`config.mk`:
```
export PLATFORM = sky130hd
export DESIGN_NAME = lfsr_feeder
export DESIGN_NICKNAME = d
export VERILOG_FILES = /design/src/rtl/lfsr_feeder_pkg.sv /design/src/rtl/lfsr_feeder_gearbox.sv /design/src/rtl/lfsr_feeder.sv
export SDC_FILE = /design/constraint.sdc
export NUM_CORES = 1
export LEC_CHECK = 0
export ABC_AREA = 1
export CORE_AREA = 10 10 553 555
export DETAILED_ROUTE_END_ITERATION = 7
export DIE_AREA = 0 0 563 565
export MAX_ROUTING_LAYER = met4
export PLACE_DENSITY = 0.3
export SYNTH_ARGS = -nofsm -noshare
export SYNTH_HDL_FRONTEND = slang
export SYNTH_HIERARCHICAL = 1
export SYNTH_SLANG_ARGS = --single-unit
```
`constraint.sdc`:
```
create_clock -name clk -period 14.78 [get_ports clk]
set_input_delay 2.956 -clock clk [delete_from_list [all_inputs] [get_ports clk]]
set_output_delay 2.956 -clock clk [all_outputs]
set_load 0.05 [all_outputs]
```
`src/rtl/lfsr_feeder_pkg.sv`:
```
// Shared definitions for the LFSR feeder: FSM states and default widths.
package lfsr_feeder_pkg;

    localparam int unsigned STATE_W_DEF = 347;
    localparam int unsigned STEP_W_DEF  = 11;

    // The gearbox holds one full step plus up to seven leftover bits of a byte.
    function automatic int unsigned buf_width(input int unsigned step_w);
        return step_w + 7;
    endfunction

    localparam int unsigned BUF_W_DEF = STEP_W_DEF + 7;

    typedef enum logic [1:0] {
        ST_IDLE,
        ST_RUN,
        ST_FLUSH,
        ST_DONE
    } fsm_e;

endpackage

```
`src/rtl/lfsr_feeder_gearbox.sv`:
```
// 8-to-STEP_W bit gearbox: appends accepted bytes, emits STEP_W-bit chunks,
// and zero-pads the final partial chunk while flushing.
module lfsr_feeder_gearbox
    import lfsr_feeder_pkg::*;
#(
    parameter int unsigned STEP_W = STEP_W_DEF
) (
    input  logic              clk,
    input  logic              rst,
    input  logic              clear_i,
    input  logic              run_i,
    input  logic              flush_i,
    input  logic              accept_i,
    input  logic [7:0]        data_i,
    output logic [STEP_W-1:0] bits_o,
    output logic              step_o,
    output logic              empty_o
);

    localparam int unsigned BUF_W = buf_width(STEP_W);
    localparam int unsigned CW    = $clog2(BUF_W + 1);

    logic [BUF_W-1:0] bits_q, bits_d, shifted;
    logic [CW-1:0]    cnt_q, cnt_d, cnt_sh;
    logic             full_step, pad_step;

    // Bits at and above cnt_q are always zero, so a pad step needs no masking.
    always_comb begin
        full_step = run_i && (cnt_q >= CW'(STEP_W));
        pad_step  = flush_i && (cnt_q != '0) && (cnt_q < CW'(STEP_W));
        shifted   = bits_q;
        cnt_sh    = cnt_q;
        if (full_step) begin
            shifted = bits_q >> STEP_W;
            cnt_sh  = cnt_q - CW'(STEP_W);
        end else if (pad_step) begin
            shifted = '0;
            cnt_sh  = '0;
        end
        bits_d = shifted;
        cnt_d  = cnt_sh;
        if (accept_i) begin
            bits_d = shifted | (BUF_W'(data_i) << cnt_sh);
            cnt_d  = cnt_sh + CW'(8);
        end
        if (clear_i) begin
            bits_d = '0;
            cnt_d  = '0;
        end
    end

    always_ff @(posedge clk or posedge rst) begin
        if (rst) begin
            bits_q <= '0;
            cnt_q  <= '0;
        end else begin
            bits_q <= bits_d;
            cnt_q  <= cnt_d;
        end
    end

    assign bits_o  = bits_q[STEP_W-1:0];
    assign step_o  = full_step || pad_step;
    assign empty_o = (cnt_q == '0);

endmodule

```
`src/rtl/lfsr_feeder.sv`:
```
// Feeds a byte stream into an external STEP_W-bit scrambler step stage and
// reports the final scrambler state as a signature per message.
module lfsr_feeder
    import lfsr_feeder_pkg::*;
#(
    parameter int unsigned STATE_W = STATE_W_DEF,
    parameter int unsigned STEP_W  = STEP_W_DEF,
    parameter int unsigned CNT_W   = 16
) (
    input  logic               clk,
    input  logic               rst,
    input  logic [STATE_W-1:0] seed,
    input  logic               seed_load,
    input  logic [7:0]         in_data,
    input  logic               in_valid,
    input  logic               in_last,
    output logic               in_ready,
    output logic [STATE_W-1:0] lfsr_state,
    output logic [STEP_W-1:0]  lfsr_bits,
    input  logic [STATE_W-1:0] lfsr_next,
    output logic               sig_valid,
    output logic [STATE_W-1:0] sig,
    output logic [CNT_W-1:0]   step_cnt
);

    fsm_e               state_q, state_d;
    logic [STATE_W-1:0] lfsr_q, lfsr_d;
    logic [CNT_W-1:0]   steps_q, steps_d;
    logic               start, accept, step, empty;

    lfsr_feeder_gearbox #(
        .STEP_W(STEP_W)
    ) u_gearbox (
        .clk     (clk),
        .rst     (rst),
        .clear_i (start),
        .run_i   ((state_q == ST_RUN) || (state_q == ST_FLUSH)),
        .flush_i (state_q == ST_FLUSH),
        .accept_i(accept),
        .data_i  (in_data),
        .bits_o  (lfsr_bits),
        .step_o  (step),
        .empty_o (empty)
    );

    always_comb begin
        state_d = state_q;
        start   = (state_q == ST_IDLE) && seed_load;
        accept  = (state_q == ST_RUN) && in_valid;
        case (state_q)
            ST_IDLE:  if (seed_load) state_d = ST_RUN;
            ST_RUN:   if (accept && in_last) state_d = ST_FLUSH;
            ST_FLUSH: if (empty) state_d = ST_DONE;
            ST_DONE:  state_d = ST_IDLE;
            default:  state_d = ST_IDLE;
        endcase
        lfsr_d  = lfsr_q;
        steps_d = steps_q;
        if (start) begin
            lfsr_d  = seed;
            steps_d = '0;
        end else if (step) begin
            lfsr_d  = lfsr_next;
            steps_d = steps_q + CNT_W'(1);
        end
    end

    always_ff @(posedge clk or posedge rst) begin
        if (rst) begin
            state_q <= ST_IDLE;
            lfsr_q  <= '0;
            steps_q <= '0;
        end else begin
            state_q <= state_d;
            lfsr_q  <= lfsr_d;
            steps_q <= steps_d;
        end
    end

    assign in_ready   = (state_q == ST_RUN);
    assign sig_valid  = (state_q == ST_DONE);
    assign sig        = sig_valid ? lfsr_q : '0;
    assign lfsr_state = lfsr_q;
    assign step_cnt   = steps_q;

endmodule
```
Word-level counts from Yosys, hierarchy flattened
Cells that the tools add are included.
{"block": "word_totals", "ff_bits": 388, "inputBits": 707, "word_cells": 48}
{"block": "op_classes", "add_sub_neg": 3, "n_lt_le_gt_ge": 2, "eq_ne": 6, "n_shift": 1, "muxes": 17, "n_bitwise": 1, "reduce_logical": 13}
{"operator": "$mux W347", "n": 3}
{"operator": "$mux W18", "n": 4}
{"operator": "$mux W16", "n": 2}
{"operator": "$mux W5", "n": 4}
{"operator": "$or A18 B18 Y18", "n": 1}
{"operator": "$shl A8 B5 Y18", "n": 1}
{"operator": "$add A16 B1 Y16 const B", "n": 1}
{"operator": "$pmux W2 S4", "n": 1}
{"operator": "$logic_and A1 B1 Y1", "n": 6}
{"operator": "$mux W2", "n": 3}
{"operator": "$add A5 B4 Y5 const B", "n": 1}
{"operator": "$ge A5 B4 Y1 const B", "n": 1}
{"operator": "$logic_not A5 Y1", "n": 1}
{"operator": "$lt A5 B4 Y1 const B", "n": 1}
{"operator": "$reduce_bool A5 Y1", "n": 1}
{"operator": "$sub A5 B4 Y5 const B", "n": 1}
{"operator": "$eq A2 B2 Y1 const B", "n": 2}
{"operator": "$ne A2 B2 Y1 const B", "n": 2}
{"operator": "$reduce_and A3 Y1", "n": 1}
{"operator": "$eq A2 B1 Y1 const B", "n": 1}
{"operator": "$logic_not A2 Y1", "n": 1}
{"operator": "$logic_or A1 B1 Y1", "n": 2}
{"operator": "$ne A2 B1 Y1 const B", "n": 1}
{"operator": "$reduce_bool A2 Y1", "n": 1}

Logic depth before layout (Yosys ltp)
Gate-level depths: netlist (run 1).
{"block": "logic_depth", "depth_word": 9, "ltp_mapped": 16, "mapped_depth_nobuf": 16}

Cells and area by module
The synthesis (run 1) kept the hierarchy.
{"mod": "lfsr_feeder", "instances": 1, "cells_per_inst": 2857, "area_per_inst_um2": 20140.6, "seq_area_each_um2": 9133.8}
{"mod": "lfsr_feeder_gearbox", "instances": 1, "cells_per_inst": 247, "area_per_inst_um2": 1859.3, "seq_area_each_um2": 575.6}

Worst setup path after synthesis (run 1)
Ideal clock, no wire load.
{"block": "synth_path", "kind": "reg-to-output", "start": "register state_q[0]", "end": "output sig[157]", "arrival_time_ps": 1888, "required_time_ps": 11824, "slack_ps": 9936, "path_stages_with_launch": 7, "cell_sequence": "dfrtp_1 -> ha_1 -> clkbuf_1 -> clkbuf_1 -> buf_2 -> nand2_1 -> inv_1"}
{"block": "synth_via", "elab_chain_len": 2}
{"item": "start, declared", "line_no": "lfsr_feeder.sv:26", "rtl": "fsm_e state_q, state_d;"}
{"item": "start signal, assigned", "line_no": "lfsr_feeder.sv:74", "rtl": "state_q <= state_d;"}
{"item": "$eq A2 B2 Y1", "line_no": "lfsr_feeder.sv:81", "rtl": "assign sig_valid = (state_q == ST_DONE);"}
{"item": "via sig_valid", "line_no": "lfsr_feeder.sv:21", "rtl": "output logic sig_valid,"}
{"item": "$mux W347", "line_no": "lfsr_feeder.sv:82", "rtl": "assign sig = sig_valid ? lfsr_q : '0;"}
{"item": "end, declared", "line_no": "lfsr_feeder.sv:22", "rtl": "output logic [STATE_W-1:0] sig,"}
The timed path passes the listed nets, and every way through them passes these cells.

Worst setup path after layout (run 1)
{"block": "layout_path", "start": "register state_q[0]", "end": "output sig[250]"}
{"block": "layout_via", "elab_chain_len": 2}
{"item": "$eq A2 B2 Y1", "line_no": "lfsr_feeder.sv:81"}
{"item": "$mux W347", "line_no": "lfsr_feeder.sv:82"}
No other way between the ends.

==> impl_results.md, run 1 <==
- Starting Density: 0.0745
- Static Leak: 0.0191 uW
- Switching Fraction: 0.608
- Crit. End Element: primary output
- CTS resizes: 0
- Core box area: 295000 um2
- Clock Latency Late Sink: about 0.75 ns
- Max Slew Vio Count: 0
- PortBufs: 1429
- Clock buffer depth: 3
- Post-layout minimum cycle time: slightly below 8 ns
- # rows: 200
- GRT met2 Usage: 0.216
- Cell mode on critical path: buf_4
- Largest net degree at the start of global routing: 142
- Routed wire length: between 200000 and 250000 um
- Final core utilization: 0.144
- Die Span X: approximately 560 um
- Crit-path slowest cell: buf_4
- Via count: 27.9k
- WP data required: 11.82 ns
- Design area: 42500 um2
- Clock Sinks: 388
- Post-synth top flop: dfrtp_1
- Hold buffer count at cts: 0
- GRT Max-Usage Layer: met2
- Clock root buffer: clkbuf_16
- FFs w/ async S/R, synth: 1.00
- Post-layout nets: 5101
- EDFF count, synth: 0
- Num CTS Buffers: 60
- Cell Chain, Critical Path: ha_4, buf_4, buf_4, nand2_1, inv_1, clkdlybuf4s50_1
- Overall routing resource usage: 0.142
- WL per Instance: 27.4 um
- Hold path depth: 1
- CTS H-Tree Depth: 2
- Worst Path Arrival: 4.75 ns
- Syn-to-layout area delta: 93.2%
- Initial antenna violation count: 91
- Reg2Reg Depth: 9
- Status: complete, no violations
- Via density: around 3.3
- Post-Syn Instances: 3104
- Sw Pwr: 7420 uW
- Placed Instance Area: 40300 um2
- CP max FO: 93
- Post-synthesis cell area: 22000 um2
- Drt first pass iters: 5
- Post-synthesis sequential area ratio: 0.441
- CP max stage delay: 0.98 ns
- Warnings from Yosys: 6
- Detailed placement HPWL: 192000 um
- Grt ovf: 0
- Total negative slack: 0 ns
- Worst slew margin: 0.157
- Flop pwr share: 0.214
- CP Class: reg -> out
- Comb power frac: 0.657
- Met1 global-route usage: 0.176
- Setup Fix Bufs, Post-CTS: 0
- Worst-Margin Slew: 1.26 ns
- Layout cells sized above 1: 0.0399
- Vias in the first global route: 29.1k
- Unrepaired setup endpoints after global routing: no
- Reg clk slew, reported paths: roughly 0.06 ns
- Yosys reg bits: approximately 390
- Die ar.: approximately 320000 um2
- Power, Total: 12200 uW
- Max rail drop VDD: around 0.14 mV
- DRC: 0
- Die Ht: 565 um
- Placer Congestion: around 0.9
- GRT met3 Usage: 0.0648
- Avg Synthesized Cell Area: 7.09 um2
- Detail Route Antenna Nets: 0
- Cell internal pwr: about 4800 uW
- Fin crit share: 0.521
- Syn nets: 3819
- Global-route wire length before repair: 299000 um
- Ports: 1430
- Crit path launch type: register
- TritonCTS clock tree: yes
- Hold WC Path Type: reg -> reg
- FMAX: ~130 MHz
- Clock power share: 0.128
- Max_cap viols: 0
- PD cells: 287 nW/um2
- Final hold viol count: 0
- Count of final setup violators: 0
- Worst Skew: roughly 0.026 ns
- Yosys cell types: 40
- Initial DRC count: 2054
==> path summary, 6_finish.rpt <==
check / from / endpoint / slack (ns)
max: state_q[0]$_DFFE_PP0P_ / sig[250] / 7.08
min: step_cnt[6]$_DFFE_PP0P_ / step_cnt[6]$_DFFE_PP0P_ / 0.53
max reg2reg: state_q[0]$_DFFE_PP0P_ / lfsr_state[246]$_DFFE_PP0P_ / 9.94
min reg2reg: step_cnt[6]$_DFFE_PP0P_ / step_cnt[6]$_DFFE_PP0P_ / 0.53
max in group asynchronous: rst / lfsr_state[243]$_DFFE_PP0P_ / 9.65
min in group asynchronous: rst / lfsr_state[83]$_DFFE_PP0P_ / 2.72
==> per-layer routing <==
layer / vias to the layer above / part of all wire
li1: 12500 / -
met1: 13900 / 0.44
met2: 1354 / 0.44
met3: 127 / 0.11
met4: 0 / 0.013
met5: - / 0
==> cells in the mapped netlist (2+ instances only) <==
cell / n / area [um2]
buf_4: 34 / 255
inv_1: 456 / 1710
o21ai_2: 3 / 26.3
clkbuf_1: 40 / 150
o21ai_0: 78 / 390
buf_6: 3 / 33.8
nand2_1: 852 / 3200
o21ai_4: 2 / 32.5
buf_2: 163 / 816
a21oi_1: 29 / 145
nand2_2: 7 / 43.8
nor2_4: 4 / 45.0
nor2_1: 28 / 105
dfrtp_1: 388 / 9710
inv_6: 2 / 17.5
nand2_4: 4 / 45.0
inv_2: 5 / 18.8
nor2_2: 4 / 25.0
nand4_1: 4 / 25.0
a22oi_1: 10 / 75.1
a21oi_2: 3 / 26.3
a31oi_1: 2 / 12.5
ha_1: 8 / 100
nand3_2: 9 / 90.1
nand3_1: 951 / 4760
==> flip-flops by register name (all words and copies together), names as in the netlist <==
signal and flops:
lfsr_state 347, u_gearbox/cnt_q 5, step_cnt 16, u_gearbox/bits_q 18
state_q 2
==> final cells by class <==
| type | count | area [um2] |
|---|---|---|
| diodes | 62 | 155 |
| flip-flops and latches | 388 | 9710 |
| multi-input cells | 2009 | 9290 |
| well taps | 3939 | 4930 |
| inverters | 465 | 1780 |
| clock buffers | 96 | 1840 |
| clock inverters | 13 | 206 |
| fillers | 34000 | 253000 |
| repair buffers | 1462 | 14600 |
==> cell families after synthesis <==
| logic type | count (synthesis) | synth area share |
|---|---|---|
| simple gates | 1870 | 0.383 |
| buf+inv | 707 | 0.138 |
| fa+ha+maj | 8 | 0.00455 |
| xor+xnor | 1 | 0.000398 |
| flops | 388 | 0.441 |
| compound gates | 130 | 0.0332 |
==> worst max-delay path, delay by kind of cell, from the launching register on <==
kind / cells / cell delay, ns
simple gates: 1 / 0.17
fa+ha+maj: 1 / 0.54
buf+inv: 4 / 2.68
flops: 1 / 0.44
==> cell usage in the layout (no fill, tap or decap), types with 2 or more instances in the layout <==
cell,n
a21oi_2,3
buf_4,32
o21ai_4,2
clkbuf_16,62
nand3_1,951
inv_2,3
bufinv_16,5
ha_1,7
clkdlybuf4s50_1,1426
clkinv_2,5
clkbuf_1,18
nand2_4,3
nor2_4,4
nand3_2,9
a31oi_1,2
inv_8,3
nand4_1,4
inv_6,2
nand2_1,852
buf_12,4
nor2_1,28
clkinvlp_4,2
a21oi_1,29
diode_2,62
o21ai_2,3
nand2_2,6
o21ai_0,78
a22oi_1,10
nand2_8,2
clkbuf_8,16
nor2_2,4
inv_1,455
dfrtp_1,388
==> stage by stage <==
stage	cells	setup slack, ns	hold slack, ns
detailed placement	8263	7.32	0.514
finish	8434	7.08	0.528
CTS	8372	6.78	0.520
floorplan	3104	1.69	0.503
global route	8425	6.68	0.558
global placement	8263	7.33	0.517
==> power by group through the flow <==
stage                     logic [uW]  clock network [uW]  registers (uW)
after detailed placement        8140                   0            2670
final                           8020                1570            2610
after global placement          8180                   0            2670
after CTS                       8180                1640            2660
after global routing            8600                1670            2680
after floorplan                 3450                   0            3630
No activity file was read; power rests on OpenSTA's default activity.
==> inputs of run 2 (changes only) <==
--- a/config.mk
+++ b/config.mk
@@ -6,9 +6,9 @@
 export NUM_CORES = 1
 export LEC_CHECK = 0
 export ABC_AREA = 1
-export CORE_AREA = 10 10 553 555
+export CORE_AREA = 10 10 544 546
 export DETAILED_ROUTE_END_ITERATION = 7
-export DIE_AREA = 0 0 563 565
+export DIE_AREA = 0 0 554 556
 export MAX_ROUTING_LAYER = met4
 export PLACE_DENSITY = 0.3
 export SYNTH_ARGS = -nofsm -noshare
==> constraint.sdc (replaced) <==
create_clock -name clk -period 6.8 [get_ports clk]
set_input_delay 1.36 -clock clk [delete_from_list [all_inputs] [get_ports clk]]
set_output_delay 1.36 -clock clk [all_outputs]
set_load 0.05 [all_outputs]
==> impl_results.md, run 2 (same netlist as run 1, synthesis figures left out) <==
- Hold buffer count at cts: 0 (unchanged)
- Syn-to-layout area delta: 92.9%
- Die ar.: 308000 um2 (-3.2%)
- Setup Fix Bufs, Post-CTS: 0 (unchanged)
- Post-layout minimum cycle time: 5.20 ns
- Initial antenna violation count: 105 (+15%)
- Grt ovf: 0 (unchanged)
- DRC: 0 (unchanged)
- Crit. End Element: primary output
- Reg clk slew, reported paths: 0.05 ns (about the same)
- Clock Latency Late Sink: 0.76 ns (about the same)
- Most common cell after layout, fill and taps aside: clkdlybuf4s50_1
- WL per Instance: 28.1 um (+2.5%)
- CTS resizes: 0 (unchanged)
- CP max FO: 93 (unchanged)
- CP Class: reg -> out
- Post-layout nets: 5108 (+0.14%)
- Final hold viol count: 0 (unchanged)
- WP data required: 5.44 ns (-6.38 ns)
- Num CTS Buffers: 61 (+1.7%)
- Placer Congestion: 0.881 (-0.26%)
- Commonest cells after routing, fill and taps aside: 1428 x clkdlybuf4s50_1, 951 x nand3_1, 852 x nand2_1, 455 x inv_1, 388 x dfrtp_1
- Die Ht: 556 um (-1.6%)
- Starting Density: 0.0773 (+0.00283)
- Power, Total: 26900 uW (+120%)
- Via count: 28.0k (+0.37%)
- Clock Sinks: 388 (unchanged)
- Total negative slack: 0 ns (unchanged)
- Largest net degree at the start of global routing: 159 (+12%)
- FMAX: 192 MHz
- Via density: 3.39 (+2.3%)
- Fillers: 32.6k (-4.0%)
- Max Slew Vio Count: 0 (unchanged)
- Unrepaired setup endpoints after global routing: no
- Die Span X: 554 um (-1.6%)
- # rows: 196 (-2.0%)
- Worst-Margin Slew: 1.23 ns (-0.0330 ns)
- Max rail drop VDD: 0.442 mV (+230%)
- Routed wire length: 233000 um (+0.53%)
- Layout cells sized above 1: 0.0408 (+0.000847)
- Hold WC Path Type: reg -> reg
- Global-route wire length before repair: 301000 um (+0.70%)
- Number of flip-flops in the largest register: 347 (unchanged)
- Status: complete, no violations
- CTS H-Tree Depth: 2 (unchanged)
- Fin crit share: 0.765
- Crit path launch type: register
- Max_cap viols: 0 (unchanged)
- Overall routing resource usage: 0.148 (+0.00566)
- Worst slew margin: 0.179 (+0.0220)
- Clock root buffer: clkbuf_16
- Count of final setup violators: 0 (unchanged)
- Ports: 1430 (unchanged)
- Detailed placement HPWL: 193000 um (+0.17%)
- Vias in the first global route: 29.2k (+0.079%)
- TritonCTS clock tree: yes
- Worst Path Arrival: 3.84 ns (-0.91 ns)
- Detail Route Antenna Nets: 0 (unchanged)
- Drt first pass iters: 6 (+1)
- PortBufs: 1429 (unchanged)
- Initial DRC count: 2272 (+11%)
- Worst Skew: 0.0273 ns (+0.00143 ns)
- PD cells: 633 nW/um2 (+120%)
- Core box area: 284000 um2 (-3.7%)
- Static Leak: 0.0191 uW (+0.28%)
- Clock buffer depth: 3 (unchanged)
-- run 2: cell count changes in the layout (fill, tap and decap cells not counted), moves of 4 or more --
| cell | previous run | this run |
|---|---|---|
| buf_12 | 4 | 15 |
| diode_2 | 62 | 71 |
| buf_4 | 32 | 25 |
| clkbuf_8 | 16 | 11 |
| clkinv_2 | 5 | 9 |
-- run 2: layout make-up --
class | instances | area (um2) | share of cell area
diodes | 71 | 178 | 0.00419
flip-flops and latches | 388 | 9710 | 0.229
well taps | 3762 | 4710 | 0.111
clock inverters | 19 | 249 | 0.00587
repair buffers | 1468 | 14800 | 0.348
multi-input cells | 2009 | 9290 | 0.219
clock buffers | 90 | 1750 | 0.0411
inverters | 465 | 1780 | 0.0419
-- run 2: routing by layer --
layer | vias up | routed length, um | share of wire | global-route usage
met3 | 116 | 25600 | 0.11 | 0.0636
met2 | 1426 | 103000 | 0.44 | 0.226
met1 | 13900 | 101000 | 0.43 | 0.184
li1 | 12600 | - | - | -
met4 | 0 | 2500 | 0.011 | 0.0215
met5 | - | 0 | 0 | -
-- run 2: path summary, 6_finish.rpt --
path                                         startpoint                     endpoint  slack, ns  cells past startpoint
max                              state_q[0]$_DFFE_PP0P_                     sig[286]       1.60                      5
min                             step_cnt[6]$_DFFE_PP0P_      step_cnt[6]$_DFFE_PP0P_       0.53                      1
max reg2reg                u_gearbox/cnt_q[0]$_DFF_PP0_  lfsr_state[228]$_DFFE_PP0P_       3.42                      9
min reg2reg                     step_cnt[6]$_DFFE_PP0P_      step_cnt[6]$_DFFE_PP0P_       0.53                      1
max in group asynchronous                           rst   lfsr_state[82]$_DFFE_PP0P_       4.35                      4
min in group asynchronous                           rst   lfsr_state[47]$_DFFE_PP0P_       1.13                      2
-- run 2: stage by stage --
stage | cells | util | instance area [um2] | hold WS [ns] | worst slack, ns
after floorplan | 3104 | - | 22000 | 0.503 | 0.544
after detailed placement | 8092 | 0.142 | 40300 | 0.522 | 2.25
after global placement | 8092 | 0.142 | 40300 | 0.522 | 2.29
final | 8272 | 0.149 | 42400 | 0.529 | 1.60
after global routing | 8255 | 0.149 | 42400 | 0.567 | 1.32
after CTS | 8201 | 0.149 | 42300 | 0.531 | 1.39
-- run 2: power breakdown --
| part | internal, uW | total, uW | switching [uW] |
|---|---|---|---|
| clock network | 1950 | 3350 | 1410 |
| logic | 4960 | 17300 | 12300 |
| registers | 3490 | 6230 | 2740 |
-- run 2: critical path, stage by stage, from the launching register on --
cell,delay (ns)
dfrtp_1,0.43
ha_4,0.65
buf_4,0.82
nand2_1,0.15
inv_1,0.08
clkdlybuf4s50_1,0.84
